$ cat config.mk
export PLATFORM = sky130hd
export DESIGN_NAME = timer_tick_counter
export DESIGN_NICKNAME = d
export VERILOG_FILES = /design/src/rtl/timer_pkg.sv /design/src/rtl/timer_prescaler.sv /design/src/rtl/timer_tick_counter.sv
export SDC_FILE = /design/constraint.sdc
export NUM_CORES = 1
export LEC_CHECK = 0
export ABC_AREA = 1
export BUFFER_PORTS_ARGS = -buffer_cell sky130_fd_sc_hd__buf_2
export CAP_MARGIN = 20
export CORE_MARGIN = 3
export CORE_UTILIZATION = 53
export DETAILED_ROUTE_END_ITERATION = 12
export GPL_ROUTABILITY_DRIVEN = 0
export MAX_ROUTING_LAYER = met4
export PLACE_DENSITY = 0.89
export SYNTH_ARGS = -nofsm -noshare
export SYNTH_HDL_FRONTEND = slang
export SYNTH_SLANG_ARGS = --single-unit
$ cat constraint.sdc
create_clock -name clk_i -period 2.6 [get_ports clk_i]
set_input_delay 0.52 -clock clk_i [delete_from_list [all_inputs] [get_ports clk_i]]
set_output_delay 0.52 -clock clk_i [all_outputs]
set_load 0.02 [all_outputs]
$ cat src/rtl/timer_pkg.sv
// Shared types and default widths for the timer counting stage.
package timer_pkg;

  // Default width of the main counter and compare value.
  localparam int CNT_WIDTH_DEF   = 32;
  // Default width of the prescaler value and prescaler counter.
  localparam int PRESC_WIDTH_DEF = 8;

  // Control states of the tick counter.
  typedef enum logic [1:0] {
    IDLE = 2'd0,
    RUN  = 2'd1,
    DONE = 2'd2
  } timer_state_e;

endpackage : timer_pkg

$ cat src/rtl/timer_prescaler.sv
// Event prescaler: emits one increment request every (cfg_presc_i+1) events.
// The >= comparison keeps the period bounded when the divider is lowered
// below the current prescaler count while running.
module timer_prescaler
  import timer_pkg::*;
#(
  parameter int PRESC_WIDTH = PRESC_WIDTH_DEF
) (
  input  logic                   clk_i,
  input  logic                   rst_ni,
  input  logic                   evt_i,
  input  logic [PRESC_WIDTH-1:0] cfg_presc_i,
  input  logic                   clr_i,
  output logic                   inc_o
);

  logic [PRESC_WIDTH-1:0] r_presc;
  logic                   w_wrap;

  assign w_wrap = (r_presc >= cfg_presc_i);
  assign inc_o  = evt_i & w_wrap;

  // Prescaler counter: cleared on clr, wraps on terminal count, else counts events.
  always_ff @(posedge clk_i or negedge rst_ni) begin
    if (!rst_ni) begin
      r_presc <= {PRESC_WIDTH{1'b0}};
    end else if (clr_i) begin
      r_presc <= {PRESC_WIDTH{1'b0}};
    end else if (evt_i) begin
      if (w_wrap) begin
        r_presc <= {PRESC_WIDTH{1'b0}};
      end else begin
        r_presc <= r_presc + {{(PRESC_WIDTH-1){1'b0}}, 1'b1};
      end
    end else begin
      r_presc <= r_presc;
    end
  end

endmodule : timer_prescaler

$ cat src/rtl/timer_tick_counter.sv
// Timer counting stage: selects the count event source, divides it through the
// prescaler, advances the compare counter and pulses irq_o on a compare match.
// Supports continuous (auto-reload) and one-shot operation.
module timer_tick_counter
  import timer_pkg::*;
#(
  parameter int CNT_WIDTH   = CNT_WIDTH_DEF,
  parameter int PRESC_WIDTH = PRESC_WIDTH_DEF
) (
  input  logic                   clk_i,
  input  logic                   rst_ni,
  input  logic                   tick_i,
  input  logic                   cfg_en_i,
  input  logic                   cfg_ref_sel_i,
  input  logic                   cfg_oneshot_i,
  input  logic [PRESC_WIDTH-1:0] cfg_presc_i,
  input  logic [CNT_WIDTH-1:0]   cmp_i,
  input  logic                   clr_i,
  input  logic                   cnt_wr_i,
  input  logic [CNT_WIDTH-1:0]   cnt_wdata_i,
  output logic [CNT_WIDTH-1:0]   cnt_o,
  output logic                   irq_o,
  output logic                   busy_o
);

  timer_state_e         r_state;
  timer_state_e         w_state_nxt;
  logic [CNT_WIDTH-1:0] r_cnt;
  logic                 r_irq;
  logic                 r_busy;

  logic w_evt;
  logic w_presc_clr;
  logic w_inc;
  logic w_inc_eff;
  logic w_match;
  logic w_all_ones;
  logic w_fire;

  // Events only exist while running; the external pulse or every clock cycle.
  assign w_evt       = (r_state == RUN) & (cfg_ref_sel_i ? tick_i : 1'b1);
  // A clear or a counter load both restart the prescaler phase.
  assign w_presc_clr = clr_i | cnt_wr_i;
  // clr and load take priority; an increment arriving with either is lost.
  assign w_inc_eff   = w_inc & ~clr_i & ~cnt_wr_i;
  assign w_match     = (r_cnt == cmp_i);
  assign w_all_ones  = &r_cnt;
  assign w_fire      = w_inc_eff & w_match;

  timer_prescaler #(
    .PRESC_WIDTH (PRESC_WIDTH)
  ) u_presc (
    .clk_i       (clk_i),
    .rst_ni      (rst_ni),
    .evt_i       (w_evt),
    .cfg_presc_i (cfg_presc_i),
    .clr_i       (w_presc_clr),
    .inc_o       (w_inc)
  );

  // Next-state decode; DONE only leaves through IDLE so a one-shot never re-arms itself.
  always_comb begin
    w_state_nxt = r_state;
    case (r_state)
      IDLE: begin
        if (cfg_en_i && !clr_i) begin
          w_state_nxt = RUN;
        end else begin
          w_state_nxt = IDLE;
        end
      end
      RUN: begin
        if (!cfg_en_i) begin
          w_state_nxt = IDLE;
        end else if (w_fire && cfg_oneshot_i) begin
          w_state_nxt = DONE;
        end else begin
          w_state_nxt = RUN;
        end
      end
      DONE: begin
        if (!cfg_en_i || clr_i) begin
          w_state_nxt = IDLE;
        end else begin
          w_state_nxt = DONE;
        end
      end
      default: begin
        w_state_nxt = IDLE;
      end
    endcase
  end

  // State register plus registered busy flag tracking the RUN state.
  always_ff @(posedge clk_i or negedge rst_ni) begin
    if (!rst_ni) begin
      r_state <= IDLE;
      r_busy  <= 1'b0;
    end else begin
      r_state <= w_state_nxt;
      r_busy  <= (w_state_nxt == RUN);
    end
  end

  // Main counter: clear > load > increment; wraps to zero on match or overflow.
  always_ff @(posedge clk_i or negedge rst_ni) begin
    if (!rst_ni) begin
      r_cnt <= {CNT_WIDTH{1'b0}};
    end else if (clr_i) begin
      r_cnt <= {CNT_WIDTH{1'b0}};
    end else if (cnt_wr_i) begin
      r_cnt <= cnt_wdata_i;
    end else if (w_inc_eff) begin
      if (w_match || w_all_ones) begin
        r_cnt <= {CNT_WIDTH{1'b0}};
      end else begin
        r_cnt <= r_cnt + {{(CNT_WIDTH-1){1'b0}}, 1'b1};
      end
    end else begin
      r_cnt <= r_cnt;
    end
  end

  // Interrupt pulse: high for exactly the cycle after a matching increment.
  always_ff @(posedge clk_i or negedge rst_ni) begin
    if (!rst_ni) begin
      r_irq <= 1'b0;
    end else begin
      r_irq <= w_fire;
    end
  end

  assign cnt_o  = r_cnt;
  assign irq_o  = r_irq;
  assign busy_o = r_busy;

endmodule : timer_tick_counter
After elaboration in Yosys (flattened, before gate mapping) --
Cells that the tools add are included.
Word-level totals: register bits 44
Cells by class: reduce and logical (&&, ||, !) cells 10, magnitude comparators 1, add/sub/neg operators 2, bitwise gates (word level) 8, mux-type cells 13, equality and inequality tests 4
Operator list (count):
- $mux W32 | 4
- $add A32 B1 Y32 const B | 1
- $eq A32 B32 Y1 | 1
- $reduce_and A32 Y1 | 1
- $mux W8 | 3
- $add A8 B1 Y8 const B | 1
- $ge A8 B8 Y1 | 1
- $mux W2 | 3
- $pmux W2 S3 | 1
- $and A1 B1 Y1 | 5
- $eq A2 B1 Y1 const B | 2
- $reduce_bool A3 Y1 | 1
- $eq A2 B2 Y1 const B | 1
- $logic_and A1 B1 Y1 | 2
- $logic_not A1 Y1 | 2
- $logic_not A2 Y1 | 1
- $logic_or A1 B1 Y1 | 2
- $mux W1 | 2
- $not A1 Y1 | 2
- $reduce_bool A2 Y1 | 1
- $or A1 B1 Y1 | 1

Logic depth before layout (Yosys ltp) --
depth after elaboration 11, depth in mapped cells 13, depth with buffers taken out 13

Hierarchy --
Synthesis repeated with hierarchy kept, for this count alone.
Second synthesis, totals: cell total of the unflattened synthesis 677, area total of the unflattened synthesis 4157.7 um^2
By module, submodules not included:
- timer_tick_counter | area each 3509.6 um^2, cells an instance 594, times used 1, seq. area each 900.9 um^2
- timer_prescaler | area each 648.1 um^2, cells an instance 83, times used 1, seq. area each 200.2 um^2

Worst setup path before layout --
Ideal clock, no wire load.
kind input to register, start point input cfg_presc_i[5], end point register r_cnt[2], in the netlist cnt_o[2], library setup time 117 ps, arrival 1889 ps, path buffers 1, stages 11, setup slack 594 ps, path through inv_1 > ha_1 > a21oi_1 > nor2_1 > nor3_1 > nand3_1 > a21oi_2 > nor2_2 > buf_2 > nand2_1 > nand2_1
On the way: longest elaborated chain between the ends 5
Ends and longest elaborated chain:
- start, declared | line timer_tick_counter.sv:16 | input logic [PRESC_WIDTH-1:0] cfg_presc_i,
- $ge A8 B8 Y1 | line timer_prescaler.sv:20 | assign w_wrap = (r_presc >= cfg_presc_i);
- $and A1 B1 Y1 | line timer_prescaler.sv:21 | assign inc_o = evt_i & w_wrap;
- $and A1 B1 Y1 (2 in a row) | line timer_tick_counter.sv:45 | assign w_inc_eff = w_inc & ~clr_i & ~cnt_wr_i;
- $reduce_bool A3 Y1 (no line)
- end signal, assigned | line timer_tick_counter.sv:108 | r_cnt <= {CNT_WIDTH{1'b0}};
- end signal, assigned | line timer_tick_counter.sv:110 | r_cnt <= {CNT_WIDTH{1'b0}};
- end signal, assigned | line timer_tick_counter.sv:112 | r_cnt <= cnt_wdata_i;
- end, declared | line timer_tick_counter.sv:28 | logic [CNT_WIDTH-1:0] r_cnt;
No other way between the ends. A chain may end at the register's enable or synchronous reset.

Worst setup path after layout --
start point register r_cnt[0], in the netlist cnt_o[0], end point register r_cnt[9], in the netlist cnt_o[9]
On the way: longest elaborated chain between the ends 6, elaborated cells on any way between the ends 8
Ends and longest elaborated chain:
- branches (longest 2 deep; another with $add A32 B1 Y32)
- $mux W32 (*) | line timer_tick_counter.sv:114 | if (w_match || w_all_ones) begin
- $mux W32 (*) | line timer_tick_counter.sv:113 | end else if (w_inc_eff) begin
- $mux W32 (*) | line timer_tick_counter.sv:111 | end else if (cnt_wr_i) begin
- $mux W32 (*) | line timer_tick_counter.sv:109 | end else if (clr_i) begin
Mark *: on every way between the ends. The select of a mux whose other input is x is not followed.

==> flow_metrics.tcl <==
set metrics [dict create \
    syn_inst 664 \
    fin_crit_ps 2206 \
    setup-tns-final_ps 0 \
    layout_common_cells "nand2_1 (299), buf_2 (113), inv_1 (77), nor2_1 (70), dfrtp_1 (44)" \
    critPathMaxFanout 19 \
    clock-sinks 44 \
    tritoncts "built" \
    via_per_inst 5.350 \
    via_count 4676 \
    cts_root_buffer "clkbuf_8" \
    grt_pass1_vias 4562 \
    ant_nets 0 \
    required_ps 2810 \
    area_growth_pct 21.13 \
    fin_skew_ps 8.418 \
    dp_hpwl_um 8979 \
    synth_ff_type "dfrtp_1" \
    multi_input_area_um2 2491 \
    fin_crit_sh 0.8485 \
    synth_edf_count 0 \
    die_w_um 92.58 \
    relSlewSlack 0.6170 \
    drive_above_1_share 0.1889 \
    status "complete, no violations" \
    met1_usage 0.3543 \
    hp-class "in2async" \
    async_flop_share 1.000 \
    cts_resized 0 \
    n_antenna_cell 0 \
    fill_cells 646 \
    die_h_um 92.58 \
    drc_errors 0 \
    core_area_um2 7019 \
    path_class "reg2reg" \
    cts_setup_buffers 0 \
    cts_hold_buf 0 \
    synth_fp_nets 754 \
    hold_slack_ps 178.0 \
    final_core_util 0.6856 \
    ys_types 32 \
    grt_pass1_wl_um 19820 \
    worstMarginPinSlew_ps 573.9 \
    grtUsageTotal 0.2898 \
    crit_path_start_kind "register" \
    seq_area_um2 1101 \
    synth_area_um2 3973 \
    worst_setup_path_end_kind "register" \
    routed_wl_um 11900 \
    use_met2 0.4864 \
    pin_count 114 \
    rows 30 \
    drt_iter0_markers 440 \
    rsz0062_at_grt "false" \
    syn_area_per_cell_um2 5.983 \
    io_buffer_count 113 \
    fin_nets 867 \
    overflow 0 \
    synth-seq-cells 44 \
    cap_violations 0 \
    seq_area_frac_synth 0.2772 \
    layout_commonest_cell "nand2_1" \
    fin_ws_ps 394.0 \
    cts_buffers 5 \
    wl_per_cell_um 13.62 \
    max_freq_mhz 453.3 \
    setup_viol 0 \
    grt_max_degree 38 \
    initial_core_util 0.5660 \
    clk_path_buf_depth 2 \
    antenna_found_initial 0 \
    yosys_warnings 0 \
    insertion_delay_ps 310 \
    drv_slew 0 \
    dieArea_um2 8570 \
    pre_cts_ws_ps 307.5 \
    ctsHtreeMaxLevel 2 \
    use_met3 0.03899 \
    path_clk_slew_ps 90 \
    leakage_nw 2.635 \
    ir_drop_mv 0.3125 \
    first_pass_iters 6 \
    power.density_nw_per_um2 424.1 \
    critPathArrivalTime_ps 2410 \
    hold_viol 0 \
    grt.busiest_layer "met2" \
]
==> synth_stat cells, types with 2 or more instances <==
cell type,n,share of area
a21oi_1,14,0.018
xor2_1,10,0.022
nor2_1,70,0.066
nor3_1,3,0.0038
nor2_2,3,0.0047
nand4_1,4,0.0063
clkbuf_1,6,0.0057
nor2_4,3,0.0085
or2_2,2,0.0031
buf_2,9,0.011
o21ai_0,11,0.014
o21bai_1,19,0.036
nand2_1,299,0.28
xnor2_1,24,0.053
inv_1,77,0.073
nand3_1,36,0.045
ha_1,10,0.031
o22ai_1,7,0.011
dfrtp_1,44,0.28
==> state kept, by name, summed over array words and instances (netlist names) <==
register,cells
busy_o,1
r_state,2
u_presc.r_presc,8
cnt_o,32
irq_o,1
==> report_power, final <==
part | internal (W) | leakage, nW | switching (W)
Sequential | 0.000729 | 0.591 | 0.0000710
Clock | 0.000481 | 0.0784 | 0.000266
Combinational | 0.000200 | 1.97 | 0.000293
==> cell type report <==
type,count,share of cell area
multi-input combinational,524,0.5177
sequential,44,0.2288
timing repair buffer,124,0.1347
inverter,78,0.06084
tap,96,0.02496
clock inverter,3,0.01872
clock buffer,5,0.01430
==> per-layer routing <==
metal,wire (um),share of wire
met1,4795,0.40
met2,5724,0.48
met3,1059,0.089
met5,0,0
met4,326,0.027
==> path summary, 6_finish.rpt <==
check	start	endpoint	slack [ps]	cells after the start
worst max register to register	cnt_o[0]	cnt_o[9]	390	10
min in group clk_i	cfg_en_i	r_state[0]	470	3
max in group asynchronous	rst_ni	cnt_o[22]	1710	2
worst max-delay path	cnt_o[0]	cnt_o[9]	390	10
worst min-delay path	rst_ni	cnt_o[4]	180	1
worst min register to register	r_state[0]	r_state[0]	550	3
==> kinds of logic (layout without fill, tap and decap cells) <==
| group | Yosys count | in the layout | share of synthesized area |
|---|---|---|---|
| AO/OA/AOI/OAI | 54 | 54 | 0.08378 |
| XOR/XNOR | 34 | 34 | 0.07496 |
| AND/OR/NAND/NOR | 426 | 426 | 0.4368 |
| buffers and inverters | 96 | 210 | 0.09574 |
| adder cells (fa/ha/maj) | 10 | 10 | 0.03150 |
| flip-flops | 44 | 44 | 0.2772 |
==> worst max-delay path, cell delays in order (launching register included) <==
cell      delay, ps
dfrtp_1         460
ha_1            230
nand2_2         100
nor2_4          160
nand3_2         150
nor2_4          200
nand4_4         230
nand2_4         310
o21bai_1        110
nand2_1          80
nand2_1          50
==> through the flow <==
stage	instance area, um2	power (W)	cells
after global routing	4812	0.002133	874
after floorplan	3973	0.001100	664
after global placement	4653	0.001278	866
after detailed placement	4653	0.001302	866
final	4812	0.002041	874
after CTS	4812	0.002040	874
Power figures use the tool's default switching activity.
